`config.mk`:
```
export PLATFORM = sky130hd
export DESIGN_NAME = multicycle_controller
export DESIGN_NICKNAME = d
export VERILOG_FILES = /design/src/rtl/arm_ctrl_pkg.sv /design/src/rtl/cond_eval.sv /design/src/rtl/multicycle_controller.sv
export SDC_FILE = /design/constraint.sdc
export NUM_CORES = 1
export LEC_CHECK = 0
export BUFFER_PORTS_ARGS = -buffer_cell sky130_fd_sc_hd__buf_2
export CAP_MARGIN = 20
export CORE_ASPECT_RATIO = 0.75
export CORE_MARGIN = 2
export CORE_UTILIZATION = 40
export CTS_BUF_LIST = sky130_fd_sc_hd__clkbuf_8
export CTS_CLUSTER_SIZE = 8
export DETAILED_ROUTE_END_ITERATION = 10
export PLACE_DENSITY_LB_ADDON = 0.12
export SETUP_SLACK_MARGIN = 0.3
export SLEW_MARGIN = 15
export SYNTH_ARGS = -nofsm -noshare
export SYNTH_HDL_FRONTEND = slang
export SYNTH_SLANG_ARGS = --single-unit
export TNS_END_PERCENT = 1
```
`constraint.sdc`:
```
create_clock -name CLK -period 2.2 [get_ports CLK]
set_input_delay 0.11 -clock CLK [delete_from_list [all_inputs] [get_ports CLK]]
set_output_delay 0.11 -clock CLK [all_outputs]
set_load 0.005 [all_outputs]
```
`src/rtl/arm_ctrl_pkg.sv`:
```
// Shared encodings for the multicycle ARM control path: FSM states, datapath
// select codes, ALU controls, opcode classes and condition codes.
package arm_ctrl_pkg;

    typedef enum logic [3:0] {
        S_FETCH    = 4'd0,
        S_DECODE   = 4'd1,
        S_MEMADR   = 4'd2,
        S_MEMREAD  = 4'd3,
        S_MEMWB    = 4'd4,
        S_MEMWRITE = 4'd5,
        S_EXECUTER = 4'd6,
        S_EXECUTEI = 4'd7,
        S_ALUWB    = 4'd8,
        S_BRANCH   = 4'd9
    } state_e;

    localparam logic [1:0] OP_DP    = 2'b00;
    localparam logic [1:0] OP_MEM   = 2'b01;
    localparam logic [1:0] OP_BR    = 2'b10;
    localparam logic [1:0] OP_UNDEF = 2'b11;

    localparam logic [1:0] SRCA_REG    = 2'b00;
    localparam logic [1:0] SRCA_PC     = 2'b01;
    localparam logic [1:0] SRCA_ALUOUT = 2'b10;

    localparam logic [1:0] SRCB_REG  = 2'b00;
    localparam logic [1:0] SRCB_IMM  = 2'b01;
    localparam logic [1:0] SRCB_FOUR = 2'b10;

    localparam logic [1:0] RES_ALUOUT    = 2'b00;
    localparam logic [1:0] RES_DATA      = 2'b01;
    localparam logic [1:0] RES_ALURESULT = 2'b10;

    localparam logic [1:0] ALU_ADD = 2'b00;
    localparam logic [1:0] ALU_SUB = 2'b01;
    localparam logic [1:0] ALU_AND = 2'b10;
    localparam logic [1:0] ALU_ORR = 2'b11;

    localparam logic [3:0] CMD_ADD = 4'b0100;
    localparam logic [3:0] CMD_SUB = 4'b0010;
    localparam logic [3:0] CMD_AND = 4'b0000;
    localparam logic [3:0] CMD_ORR = 4'b1100;

    localparam logic [3:0] COND_EQ = 4'b0000;
    localparam logic [3:0] COND_NE = 4'b0001;
    localparam logic [3:0] COND_CS = 4'b0010;
    localparam logic [3:0] COND_CC = 4'b0011;
    localparam logic [3:0] COND_MI = 4'b0100;
    localparam logic [3:0] COND_PL = 4'b0101;
    localparam logic [3:0] COND_VS = 4'b0110;
    localparam logic [3:0] COND_VC = 4'b0111;
    localparam logic [3:0] COND_HI = 4'b1000;
    localparam logic [3:0] COND_LS = 4'b1001;
    localparam logic [3:0] COND_GE = 4'b1010;
    localparam logic [3:0] COND_LT = 4'b1011;
    localparam logic [3:0] COND_GT = 4'b1100;
    localparam logic [3:0] COND_LE = 4'b1101;
    localparam logic [3:0] COND_AL = 4'b1110;

endpackage

```
`src/rtl/cond_eval.sv`:
```
// Combinational ARM condition-code check of Cond against the {N,Z,C,V} flags.
module cond_eval
    import arm_ctrl_pkg::*;
(
    input  logic [3:0] Cond,
    input  logic [3:0] Flags,
    output logic       CondEx
);

    logic n, z, c, v;

    assign {n, z, c, v} = Flags;

    always_comb begin
        CondEx = 1'b0;
        case (Cond)
            COND_EQ: CondEx = z;
            COND_NE: CondEx = ~z;
            COND_CS: CondEx = c;
            COND_CC: CondEx = ~c;
            COND_MI: CondEx = n;
            COND_PL: CondEx = ~n;
            COND_VS: CondEx = v;
            COND_VC: CondEx = ~v;
            COND_HI: CondEx = c & ~z;
            COND_LS: CondEx = ~c | z;
            COND_GE: CondEx = (n == v);
            COND_LT: CondEx = (n != v);
            COND_GT: CondEx = ~z & (n == v);
            COND_LE: CondEx = z | (n != v);
            COND_AL: CondEx = 1'b1;
            default: CondEx = 1'b0;
        endcase
    end

endmodule

```
`src/rtl/multicycle_controller.sv`:
```
// Multicycle ARM sequencer: FSM, datapath select decode, ALU decode, NZCV flag
// register and condition gating of every architectural write strobe.
module multicycle_controller
    import arm_ctrl_pkg::*;
(
    input  logic       CLK,
    input  logic       Reset,
    input  logic [1:0] Op,
    input  logic [5:0] Funct,
    input  logic [3:0] Cond,
    input  logic [3:0] ALUFlags,
    output logic       PCWrite,
    output logic       IRWrite,
    output logic       RegWrite,
    output logic       MemWrite,
    output logic       AdrSrc,
    output logic [1:0] ALUSrcA,
    output logic [1:0] ALUSrcB,
    output logic [1:0] ResultSrc,
    output logic [1:0] ALUControl,
    output logic [1:0] ImmSrc,
    output logic [1:0] RegSrc,
    output logic [3:0] State
);

    state_e     state_q, state_d, cur_state;
    logic [3:0] flags_q, flags_d;
    logic       condex_q, condex_d;

    logic       next_pc, ir_w, reg_w, mem_w, branch, alu_op;
    logic [1:0] flag_w;
    logic       cond_ex, cond_gate, in_exec;

    // Selects decode as FETCH while Reset is high; strobes are forced low below.
    assign cur_state = Reset ? S_FETCH : state_q;
    assign in_exec   = (cur_state == S_EXECUTER) || (cur_state == S_EXECUTEI);

    cond_eval u_cond_eval (
        .Cond   (Cond),
        .Flags  (flags_q),
        .CondEx (cond_ex)
    );

    always_comb begin
        next_pc   = 1'b0;
        ir_w      = 1'b0;
        reg_w     = 1'b0;
        mem_w     = 1'b0;
        branch    = 1'b0;
        alu_op    = 1'b0;
        AdrSrc    = 1'b0;
        ALUSrcA   = SRCA_REG;
        ALUSrcB   = SRCB_REG;
        ResultSrc = RES_ALUOUT;
        state_d   = S_FETCH;
        case (cur_state)
            S_FETCH: begin
                ir_w      = 1'b1;
                next_pc   = 1'b1;
                ALUSrcA   = SRCA_PC;
                ALUSrcB   = SRCB_FOUR;
                ResultSrc = RES_ALURESULT;
                state_d   = S_DECODE;
            end
            S_DECODE: begin
                ALUSrcA   = SRCA_PC;
                ALUSrcB   = SRCB_FOUR;
                ResultSrc = RES_ALURESULT;
                case (Op)
                    OP_DP:   state_d = Funct[5] ? S_EXECUTEI : S_EXECUTER;
                    OP_MEM:  state_d = S_MEMADR;
                    OP_BR:   state_d = S_BRANCH;
                    default: state_d = S_FETCH;
                endcase
            end
            S_MEMADR: begin
                ALUSrcB = SRCB_IMM;
                state_d = Funct[0] ? S_MEMREAD : S_MEMWRITE;
            end
            S_MEMREAD: begin
                AdrSrc  = 1'b1;
                state_d = S_MEMWB;
            end
            S_MEMWB: begin
                ResultSrc = RES_DATA;
                reg_w     = 1'b1;
            end
            S_MEMWRITE: begin
                AdrSrc = 1'b1;
                mem_w  = 1'b1;
            end
            S_EXECUTER: begin
                alu_op  = 1'b1;
                state_d = S_ALUWB;
            end
            S_EXECUTEI: begin
                ALUSrcB = SRCB_IMM;
                alu_op  = 1'b1;
                state_d = S_ALUWB;
            end
            S_ALUWB: reg_w = 1'b1;
            S_BRANCH: begin
                ALUSrcA   = SRCA_ALUOUT;
                ALUSrcB   = SRCB_IMM;
                ResultSrc = RES_ALURESULT;
                branch    = 1'b1;
            end
            default: state_d = S_FETCH;
        endcase
    end

    always_comb begin
        ALUControl = ALU_ADD;
        flag_w     = 2'b00;
        if (alu_op) begin
            case (Funct[4:1])
                CMD_ADD: begin
                    ALUControl = ALU_ADD;
                    flag_w     = {Funct[0], Funct[0]};
                end
                CMD_SUB: begin
                    ALUControl = ALU_SUB;
                    flag_w     = {Funct[0], Funct[0]};
                end
                CMD_AND: begin
                    ALUControl = ALU_AND;
                    flag_w     = {Funct[0], 1'b0};
                end
                CMD_ORR: begin
                    ALUControl = ALU_ORR;
                    flag_w     = {Funct[0], 1'b0};
                end
                default: begin
                    ALUControl = ALU_ADD;
                    flag_w     = 2'b00;
                end
            endcase
        end
    end

    // ALUWB must not see the flags its own EXECUTE just wrote, so it uses the held CondEx.
    assign cond_gate = (cur_state == S_ALUWB) ? condex_q : cond_ex;

    always_comb begin
        flags_d  = flags_q;
        condex_d = condex_q;
        if (in_exec) begin
            condex_d = cond_ex;
            if (cond_ex) begin
                if (flag_w[1]) flags_d[3:2] = ALUFlags[3:2];
                if (flag_w[0]) flags_d[1:0] = ALUFlags[1:0];
            end
        end
    end

    always_ff @(posedge CLK) begin
        if (Reset) begin
            state_q  <= S_FETCH;
            flags_q  <= '0;
            condex_q <= 1'b0;
        end else begin
            state_q  <= state_d;
            flags_q  <= flags_d;
            condex_q <= condex_d;
        end
    end

    assign PCWrite  = ~Reset & (next_pc | (branch & cond_gate));
    assign IRWrite  = ~Reset & ir_w;
    assign RegWrite = ~Reset & reg_w & cond_gate;
    assign MemWrite = ~Reset & mem_w & cond_gate;
    assign ImmSrc   = Op;
    assign RegSrc   = {Op == OP_MEM, Op == OP_BR};
    assign State    = state_q;

endmodule
```
# After elaboration in Yosys (flattened, before gate mapping)
# Index checks and enable logic that the tools add are counted.
dict set report op_classes {
  mux 20
  eq_ne 30
  bitwise 17
  reduce_logical 15
}
# op n
set op_table {}
lappend op_table {{4-bit equality test (second input constant)} 10}
lappend op_table {{4-bit by 3-bit equality test with 1-bit output (second input constant)} 9}
lappend op_table {{4-bit by 2-bit equality test with 1-bit output (second input constant)} 5}
lappend op_table {{4-bit one-hot mux with 5 select lines} 1}
lappend op_table {{2-bit one-hot mux with 2 select lines} 4}
lappend op_table {{1-bit one-hot mux with 15 select lines} 1}
lappend op_table {{4-bit zero test} 3}
lappend op_table {{4-bit one-hot mux with 3 select lines} 1}
lappend op_table {{2-bit OR reduction} 6}
lappend op_table {{1-bit AND} 9}
lappend op_table {{4-bit by 1-bit equality test with 1-bit output (second input constant)} 2}
lappend op_table {{1-bit 2-to-1 mux} 8}
lappend op_table {{2-bit one-hot mux with 3 select lines} 1}
lappend op_table {{3-bit AND reduction} 2}
lappend op_table {{3-bit OR reduction} 2}
lappend op_table {{1-bit NOT} 5}
lappend op_table {{2-bit 2-to-1 mux} 2}
lappend op_table {{4-bit 2-to-1 mux} 1}
lappend op_table {{3-bit 2-to-1 mux} 1}
lappend op_table {{1-bit OR} 3}
lappend op_table {{2-bit by 1-bit equality test with 1-bit output (second input constant)} 1}
lappend op_table {{2-bit equality test (second input constant)} 1}
lappend op_table {{2-bit zero test} 1}
lappend op_table {{1-bit equality test} 1}
lappend op_table {{2 further kinds} 2}
dict set report totals {
  reg_bits 9
  input_bits 18
  elab_cells 86
  output_inout_bits 21
}

# Longest topological paths before layout
# Gate-level depths: netlist of the first run.
dict set report depth {
  ltp_word 7
  depth_mapped 7
  depth_no_buf 6
}

# By module
# Synthesis of the first run repeated with hierarchy kept, for this count alone.
dict set report unflattened {
  hier_cells 111
  area_unflattened_um2 837.1
}
# module area_per_inst_um2 cells_each instances
set modules_own_cells {}
lappend modules_own_cells {multicycle_controller 643.1 83 1}
lappend modules_own_cells {cond_eval 193.9 28 1}

# Worst setup path before layout of the first run
# Ideal clock, no wire load.
dict set report synth_timing {
  path_type {register -> register}
  from {register flags_q[3]}
  to {register flags_q[2]}
  setup_slack_ns 0.408
  stages_incl_launch_ff 8
  arrival_ns 1.720
  setup_ns 0.072
  synth_period_minus_slack_ns 1.792
  t_required_ns 2.128
  cell_sequence {dfxtp_1 -> clkbuf_2 -> and4bb_2 -> nor3_1 -> a311oi_1 -> a311oi_2 -> a2111oi_4 -> mux2i_1}
}
dict set report synth_between {
  elab_chain_len 4
  elab_cells_between_ends 7
  classes_between {eq/ne (2); mux (1); bitwise (3); reduce/logical (1)}
}
# item line_no
set synth_lines {}
lappend synth_lines {{start, declared} multicycle_controller.sv:27} ;# logic [3:0] flags_q, flags_d;
lappend synth_lines {{start signal, assigned} multicycle_controller.sv:163} ;# flags_q <= flags_d;
lappend synth_lines {{1-bit != test / 1-bit equality test (equally long branches)} --}
lappend synth_lines {{1-bit OR / 1-bit AND (equally long branches)} {cond_eval.sv:30, cond_eval.sv:29}}
lappend synth_lines {{1-bit one-hot mux with 15 select lines *} cond_eval.sv:16} ;# case (Cond)
lappend synth_lines {{3-bit AND reduction (no line) *} --}
# Every way passes the cells marked *; elsewhere a longest branch is shown, timed or not.
# A chain may end at the register's enable or synchronous reset.

# Worst setup path after layout of the first run
dict set report layout_timing {
  from {register flags_q[0]}
  to {register flags_q[3]}
}
# The elaborated chain is that of the path after synthesis.

==> results of run 1 <==
state kept, by name (all words and copies together) (netlist names):
register	cells
flags_q	4
State	4
condex_q	1
area by class of cell:
| cell class | count | area, sq um |
|---|---|---|
| clock buffers | 3 | 41.29 |
| multi-input cells | 88 | 649.4 |
| clock inverters | 1 | 5.005 |
| flip-flops and latches | 9 | 187.7 |
| inverters | 6 | 22.52 |
| well taps | 24 | 30.03 |
| fillers | 194 | 890.9 |
| repair buffers | 40 | 205.2 |
critical path, stage by stage (launching register included):
cell and delay (ns):
dfxtp_4 0.36, and4bb_2 0.29, nor3_2 0.05, a311oi_2 0.27, a311oi_2 0.08, buf_4 0.19
a2111oi_4 0.41, mux2i_1 0.24
metrics by stage:
stage	util (%)	instance area, sq um	instances	setup slack, ns
final	56.16	1141	171	0.2293
after global routing	56.16	1141	171	0.1346
after CTS	55.17	1121	171	0.2369
after detailed placement	51.05	1037	166	0.1656
after global placement	51.05	1037	166	0.2283
after floorplan	-	868.3	113	0.4083
cell usage in the layout, fill, tap and decap left out, drive strengths merged:
cell type,count
buf,40
nand2b,10
nor2,9
dfxtp,9
nor3,8
nand2,7
inv,6
xnor2,5
or3,4
nor2b,4
a21oi,4
mux2i,4
and2b,4
xor2,3
clkbuf,3
o21ai,3
nand3,2
a311oi,2
and4bb,2
nor4,2
or2,1
o32a,1
and3b,1
a22oi,1
a31oi,1
nor3b,1
a211oi,1
o22ai,1
nor4b,1
and3,1
o21bai,1
o41ai,1
a2111oi,1
o22a,1
or2b,1
clkinv,1
report_power, final:
part / internal [mW] / switching, mW / total [mW]
Clock: 0.124 / 0.0732 / 0.197
Combinational: 0.0619 / 0.0695 / 0.131
Sequential: 0.167 / 0.0118 / 0.179
repair_timing:
item | CTS | global route
gates resized for setup | 8 | 5
cloned | 0 | 0
pin swaps | 2 | 4
setup buffers | 1 | 0
endpoints found under the setup margin | 7 | 7
final timing paths:
kind	endpoint	from
worst max register to register	flags_q[3]	flags_q[0]
worst max-delay path	flags_q[3]	flags_q[0]
worst min-delay path	flags_q[1]	ALUFlags[1]
worst min register to register	flags_q[1]	flags_q[1]
kinds of logic after synthesis:
group,count (synthesis)
simple gates,58
compound gates,18
buf+inv,16
flops,9
xor+xnor,8
mux,4
per-layer routing:
layer	global-route usage (%)	share of wire, %
met3	5.848	9.2
met2	25.68	44
met5	0	0
met1	27.08	47
met4	1.395	0
==> flow_summary.toml, run 1 <==
[timing]
fin_skew_ns = 0.002052
min_period_ns = 1.971
worst_slew_pin_slew_ns = 0.3784
fmax_ghz = 0.5074
hold_viol = 0
whs_ns = 0.1253
tns_ns = 0
slew_viol_final = 0
rsz0062_at_grt = "true"
period_share_pct = 89.58
maxSlewHeadroom_pct = 74.74
setup_viol_count_final = 0

[yosys]
yosys.area.top_type = "dfxtp_1"
syn_inst = 113
synth-xor-area-share_pct = 8.069
syn_nets = 131
yosysMostFrequentCell = "nand2b_1"
synth_top_family_by_area = "simple AND/OR/NAND/NOR gates"
synth_area_leaders = "dfxtp_1 21%, nand2b_1 7.2%, xnor2_1 5.0%, mux2i_1 4.6%, nor3_1 4.6%"
avgSynthCellArea_sq_um = 7.684
netlist_top_cells_count = "10 x nand2b_1, 9 x dfxtp_1, 9 x nor2_1"
synth_top_area_share_pct = 20.75
yosysSeqAreaShare_pct = 20.75
ys.flop_type = "dfxtp_1"
synth_simple_gate_area_share_pct = 39.48
async_flop_share_pct = 0
synth-adder-area-share_pct = 0
synthesis.area_sq_um = 868.3
muxShareOfSynthArea_pct = 4.611
ys_ff_latch = 9
synth_edf_count = 0
yosys_warnings = 0
synth_compound_area_share_pct = 17.72
synth.distinct_cells = 42

[critical_path]
crit_fanout = 7
r2r_cells = 7
critPathLaunchType = "flip-flop"
setup.worst_path.end_class = "flip-flop"
cp.required_ns = 2.35
arrival_ns = 2.12
reg2reg_slack_ns = 0.23
critPathKind = "flip-flop to flip-flop"

[route]
vias = 901
ant_nets = 0
drc_errors = 0
firstDrtPassIters = 4
post_drt_wl_per_cell_um = 12.63
routed_wl_um = 2160
vias_per_cell = 5.269
drt_iter0_drc = 11

[clock_tree]
clk_latency_ns = 0.24
clock-root-buffer = "clkbuf_8"
cts_tree = "yes"
clk_pin_slew_worst_paths_ns = 0.05
clockBufferDepth = 2
cts_buffers = 3
ctsHoldBuffers = 0
cts.sinks = 9
htree_num_levels = 1

[run]
cap_viol_max_count = 0

[floorplan]
coreArea_sq_um = 2032
placement_rows = 14
die-height_um = 44.35
initial_utilization_pct = 42.73
die_area_sq_um = 2563
fp.dieW_um = 57.80
ios = 39

[hold_path]
hold_class = "input pin to flip-flop"
hold_path_depth = 3

[global_route]
first_global_vias = 711
grt_max_degree = 16
grt_pass1_wl_um = 3498
track_usage_pct = 17.94
grt_antenna_before_repair = 0
globalRouteOverflowTotal = 0

[power]
total_power_mw = 0.5075
p_per_area_nw_per_um2 = 444.8
ir_drop_mv = 0.3461
p_leak_nw = 0.5007

[place]
port_buffers = 38
hpwl_um = 1582
place_congestion = 0.8181

[final_layout]
area_growth_syn_to_layout_pct = 31.41
antennaDiodeCount = 0
drive_above_1_share_pct = 41.50
nets = 166

[outcome]
status = "finished, final reports clean"
Power figures use the tool's default switching activity.
==> run 2, diff against run 1 <==
--- a/config.mk
+++ b/config.mk
@@ -5,6 +5,7 @@
 export SDC_FILE = /design/constraint.sdc
 export NUM_CORES = 1
 export LEC_CHECK = 0
+export ABC_AREA = 1
 export BUFFER_PORTS_ARGS = -buffer_cell sky130_fd_sc_hd__buf_2
 export CAP_MARGIN = 20
 export CORE_ASPECT_RATIO = 0.75
==> run 2 against run 1 <==
Against the previous run: largest cell class unchanged; non-clock buffer count down 2; synthesized cell count up 33%; flip-flop and latch count unchanged.
==> flow_summary.toml, run 2 <==
[place]
port_buffers = 38
placed_cell_area_sq_um = 1066
place_congestion = 0.8025
hpwl_um = 1986

[floorplan]
die-height_um = 44.35
ios = 39
coreArea_sq_um = 2032
placement_rows = 14
initial_utilization_pct = 42.73
die_area_sq_um = 2563
fp.dieW_um = 57.80

[timing]
whs_ns = 0.1589
fmax_ghz = 0.5892
fin_skew_ns = 0.002941
maxSlewHeadroom_pct = 82.12
setup_viol_count_final = 0
min_period_ns = 1.697
period_share_pct = 77.14
tns_ns = 0
worst_slew_pin_slew_ns = 0.2662
hold_viol = 0
slew_viol_final = 0
rsz0062_at_grt = "false"

[yosys]
yosys.area.top_type = "dfxtp_1"
synth_area_leaders = "dfxtp_1 21%, nand2_1 16%, nor2_1 9.5%, inv_1 7.8%, nand3_1 7.5%"
syn_nets = 168
ys.flop_type = "dfxtp_1"
synthesis.area_sq_um = 868.3
yosysMostFrequentCell = "nand2_1"
syn_inst = 150
yosys_warnings = 0
ys_ff_latch = 9
synth_top_area_share_pct = 20.75
synth.distinct_cells = 22
yosysSeqAreaShare_pct = 20.75
avgSynthCellArea_sq_um = 5.789
netlist_top_cells_count = "36 x nand2_1, 22 x nor2_1, 18 x inv_1"
async_flop_share_pct = 0
synth_edf_count = 0

[clock_tree]
cts_buffers = 3
cts_tree = "yes"
cts_setup_buffers = 0
clock-root-buffer = "clkbuf_8"
cts.sinks = 9
ctsHoldBuffers = 0
clockBufferDepth = 2
clk_pin_slew_worst_paths_ns = 0.05
clk_latency_ns = 0.23
htree_num_levels = 1
cts_resized = 0

[global_route]
grt_pass1_wl_um = 3719
track_usage_pct = 18.72
grt_antenna_before_repair = 0
globalRouteOverflowTotal = 0
first_global_vias = 902
grt_max_degree = 9

[route]
drt_iter0_drc = 44
routed_wl_um = 2258
drc_errors = 0
vias = 1030
firstDrtPassIters = 7
vias_per_cell = 4.836
ant_nets = 0
post_drt_wl_per_cell_um = 10.60

[final_layout]
fin_area_sq_um = 1111
final_cell_mix = "38 x buf_2, 36 x nand2_1, 22 x nor2_1"
drive_above_1_share_pct = 33.86
nets = 208
antennaDiodeCount = 0
area_growth_syn_to_layout_pct = 27.95
mostFrequentLayoutCell = "buf_2"
fill_cells = 213
post-route-util_pct = 54.68

[critical_path]
setup.worst_path.end_class = "output port"
cp.required_ns = 2.09
r2r-start = "flags_q[3]"
reg2reg_slack_ns = 0.83
critPathKind = "flip-flop to output port"
cp-endpoint = "PCWrite"
arrival_ns = 1.59
critPathLaunchType = "flip-flop"
crit_fanout = 4
r2r_cells = 11
worstReg2RegEnd = "flags_q[2]"
critPathLaunch = "flags_q[3]"

[outcome]
status = "finished, final reports clean"

[power]
ir_drop_mv = 0.3984
p_leak_nw = 0.5929
p_per_area_nw_per_um2 = 436.9

[run]
cap_viol_max_count = 0

[hold_path]
hold_class = "input pin to flip-flop"
-- run 2: worst min path at each step --
stage / slack [ns] / cells after the start / startpoint / end
2_1_floorplan: 0.18 / 1 / Reset / condex_q
3_3_place_gp: 0.39 / 3 / ALUFlags[1] / flags_q[1]
3_5_place_dp: 0.40 / 3 / ALUFlags[1] / flags_q[1]
4_1_cts: 0.16 / 3 / ALUFlags[1] / flags_q[1]
5_1_grt: 0.18 / 2 / Op[0] / State[2]
6_report: 0.16 / 2 / Reset / condex_q
-- run 2: cell type report --
cell class	count	area [sq um]	share of cell area, %
flip-flops and latches	9	180.2	16.22
repair buffers	38	190.2	17.12
inverters	26	97.59	8.784
well taps	24	30.03	2.703
clock buffers	3	41.29	3.716
multi-input cells	112	568.0	51.13
clock inverters	1	3.754	0.3378
-- run 2: report_power, final --
part | internal [mW] | switching [mW]
clock network | 0.122 | 0.0657
registers | 0.168 | 0.00512
logic | 0.0494 | 0.0752
-- run 2: metrics by stage --
step / cells / setup WS (ns) / power (mW)
after floorplan: 150 / 0.9810 / 0.2524
after global placement: 209 / 0.7890 / 0.2980
after detailed placement: 209 / 0.7299 / 0.3015
after CTS: 213 / 0.4790 / 0.4905
after global routing: 213 / 0.3046 / 0.5144
final: 213 / 0.5028 / 0.4854
-- run 2: critical path, cell delays in order, from the launching register on --
cell and delay (ns):
dfxtp_1 0.39, inv_2 0.05, nand2_1 0.08, nand2_1 0.09, nand2_2 0.08, nand2_2 0.05
nand2_2 0.05, nand2_2 0.05, nor2_4 0.11, nand3_1 0.11, o211ai_1 0.10, nand2_1 0.07
buf_2 0.12
-- run 2: cell families after synthesis --
group | count (synthesis) | synth area share, %
DFF | 9 | 20.75
buffers and inverters | 29 | 13.83
AOI/OAI and AO/OA | 20 | 13.26
and+or+nand+nor | 92 | 52.16
-- run 2: layer usage --
metal	GRT usage (%)	share of wire [%]
met4	3.256	0
met3	6.433	8.1
met5	0	0
met1	26.16	50
met2	28.41	42
==> run 3, diff against run 2 <==
--- a/config.mk
+++ b/config.mk
@@ -5,7 +5,7 @@
 export SDC_FILE = /design/constraint.sdc
 export NUM_CORES = 1
 export LEC_CHECK = 0
-export ABC_AREA = 1
+export ABC_AREA = 0
 export BUFFER_PORTS_ARGS = -buffer_cell sky130_fd_sc_hd__buf_2
 export CAP_MARGIN = 20
 export CORE_ASPECT_RATIO = 0.75
==> constraint.sdc (replaced) <==
create_clock -name CLK -period 1.6 [get_ports CLK]
set_input_delay 0.08 -clock CLK [delete_from_list [all_inputs] [get_ports CLK]]
set_output_delay 0.08 -clock CLK [all_outputs]
set_load 0.005 [all_outputs]
==> run 3 against run 2 <==
Against the previous run: highest routed layer unchanged; the flow now finishes with violations (setup timing); first-iteration DRC count is 27% higher; largest power group unchanged; worst setup slack worse by 0.82 ns; clock power is 43% higher; routed wire length is 11% higher; register-to-register slack worse by 1.1 ns; global-route usage is 0.55 points higher; critical path type unchanged; total power is 53% higher; hold slack worse by 0.055 ns; non-clock buffer count is 20 higher.
==> flow_summary.toml, run 3 (synthesis results as in run 1) <==
[timing]
slew_viol_final = 0
fmax_ghz = 0.5207
worst_slew_pin_slew_ns = 0.3868
fin_ws_ns = -0.3203
setup_viol_count_final = 8
period_share_pct = 120.0
fin_skew_ns = 0.005754
min_period_ns = 1.920
hold_viol = 0
rsz0062_at_grt = "true"
maxSlewHeadroom_pct = 74.21

[place]
place_congestion = 0.8386
port_buffers = 38
hpwl_um = 1910
dp.cells = 184
preCtsSetupSlack_ns = -0.2935

[power]
p_per_area_nw_per_um2 = 561.8
p_int_mw = 0.5206
ir_drop_mv = 0.6612
pwr-share-comb_pct = 32.2
seqPwrFrac_pct = 31.9
p_switching_mw = 0.2224
p_leak_nw = 0.5985
p_clk_share_pct = 36.0
switching_share_pct = 29.93

[floorplan]
fp.dieW_um = 57.80
die-height_um = 44.35
die_area_sq_um = 2563
placement_rows = 14
coreArea_sq_um = 2032
initial_utilization_pct = 42.73
ios = 39

[critical_path]
crit_fanout = 5
slowest_delay_ns = 0.35
cp.required_ns = 1.52
path_cells = "buf_4 > xnor2_2 > a22oi_2 > xnor2_1 > a311oi_2 > o22ai_1 > nor4b_2 > buf_2"
critPathKind = "flip-flop to output port"
cpLargestDelayFamily = "compound AO/OA/AOI/OAI gates"
critPathBufInv = 2
arrival_ns = 1.84
cp_slowest_cell = "a311oi_2"
setup.worst_path.end_class = "output port"
critPathLaunchType = "flip-flop"

[final_layout]
mostFrequentLayoutCell = "buf_2"
final_cell_mix = "38 x buf_2, 15 x buf_4, 10 x nand2b_1"
nets = 184
fin_cells = 189
antennaDiodeCount = 0
drive_above_1_share_pct = 52.12
area_growth_syn_to_layout_pct = 52.31

[route]
ant_nets = 0
drt_iter0_drc = 56
vias_per_cell = 5.132
drc_errors = 0
post_drt_wl_per_cell_um = 13.28
routed_wl_um = 2509
vias = 970
firstDrtPassIters = 4

[clock_tree]
htree_num_levels = 1
cts_tree = "yes"
clk_latency_ns = 0.23
clk_pin_slew_worst_paths_ns = 0.05
cts.sinks = 9
clock-root-buffer = "clkbuf_8"
cts_buffers = 3
clockBufferDepth = 2

[global_route]
grt_max_degree = 15
track_usage_pct = 19.27
grt_pass1_wl_um = 3864
globalRouteOverflowTotal = 0
grt_antenna_before_repair = 0
first_global_vias = 877

[outcome]
status = "complete, but fails checks"
violations = "setup timing"

[run]
cap_viol_max_count = 0

[hold_path]
hold_class = "input pin to flip-flop"
[run 3: changes by cell type in the layout (fill, tap and decap cells not counted), moves of 7 or more]
cell / delta
buf_4: +15
nand2b_1: +10
nand2_1: -29
inv_1: -13
nand3_1: -12
inv_2: -7
nor2_1: -14
[run 3: final cells by class]
type                            count  area [sq um]
Fill cell                         190         709.4
Sequential cell                     9         192.7
Multi-Input combinational cell     88         671.9
Clock inverter                      1         5.005
Tap cell                           24         30.03
Inverter                            6         22.52
Clock buffer                        3         41.29
Timing Repair Buffer               58         359.1
[run 3: per-stage QoR]
stage	TNS [ns]	area (sq um)	hold WS [ns]	utilization [%]	power (mW)
2_1_floorplan	-0.7867	887.1	0.1839	-	0.3566
3_3_place_gp	-1.797	1182	0.3446	58.19	0.4530
3_5_place_dp	-2.041	1182	0.3521	58.19	0.4569
4_1_cts	-1.898	1281	0.1012	63.05	0.7398
5_1_grt	-2.769	1323	0.1070	65.09	0.7851
6_report	-1.866	1323	0.1040	65.09	0.7429
[run 3: worst paths after layout]
path / cells after the start / slack, ns / endpoint / start
setup reg to reg: 7 / -0.24 / flags_q[3] / flags_q[2]
hold reg to reg: 2 / 0.51 / flags_q[2] / flags_q[2]
setup / recovery: 8 / -0.32 / RegWrite / flags_q[0]
hold / removal: 2 / 0.10 / State[3] / Op[0]
[run 3: routing by layer]
layer  vias to the layer above  wire, um  GRT usage (%)
li1                        498         -              -
met1                       444      1176          26.29
met2                        28      1168          32.95
met3                         0       164          4.971
met4                         0         0              0
met5                         -         0              0
[run 3: worst reg2reg max path: cells and delay by family (launching register included)]
| family | cells | cell delay (ns) |
|---|---|---|
| compound gates | 3 | 0.60 |
| buf+inv | 1 | 0.17 |
| xor+xnor | 1 | 0.12 |
| mux | 1 | 0.22 |
| flops | 1 | 0.34 |
| simple gates | 1 | 0.32 |
[run 3: what timing repair did]
action / 4_1_cts / 5_1_grt
pin swaps: 11 / 3
gates resized for setup: 15 / 9
setup buffers: 1 / 0
hold buffers: 0 / 0
endpoints found under the setup margin: 17 / 17
[run 3: power groups by stage]
stage,clock (mW),sequential (mW),combinational [mW]
2_1_floorplan,0,0.240,0.117
3_5_place_dp,0,0.241,0.216
3_3_place_gp,0,0.240,0.213
4_1_cts,0.275,0.237,0.228
5_1_grt,0.287,0.238,0.260
6_report,0.267,0.237,0.239
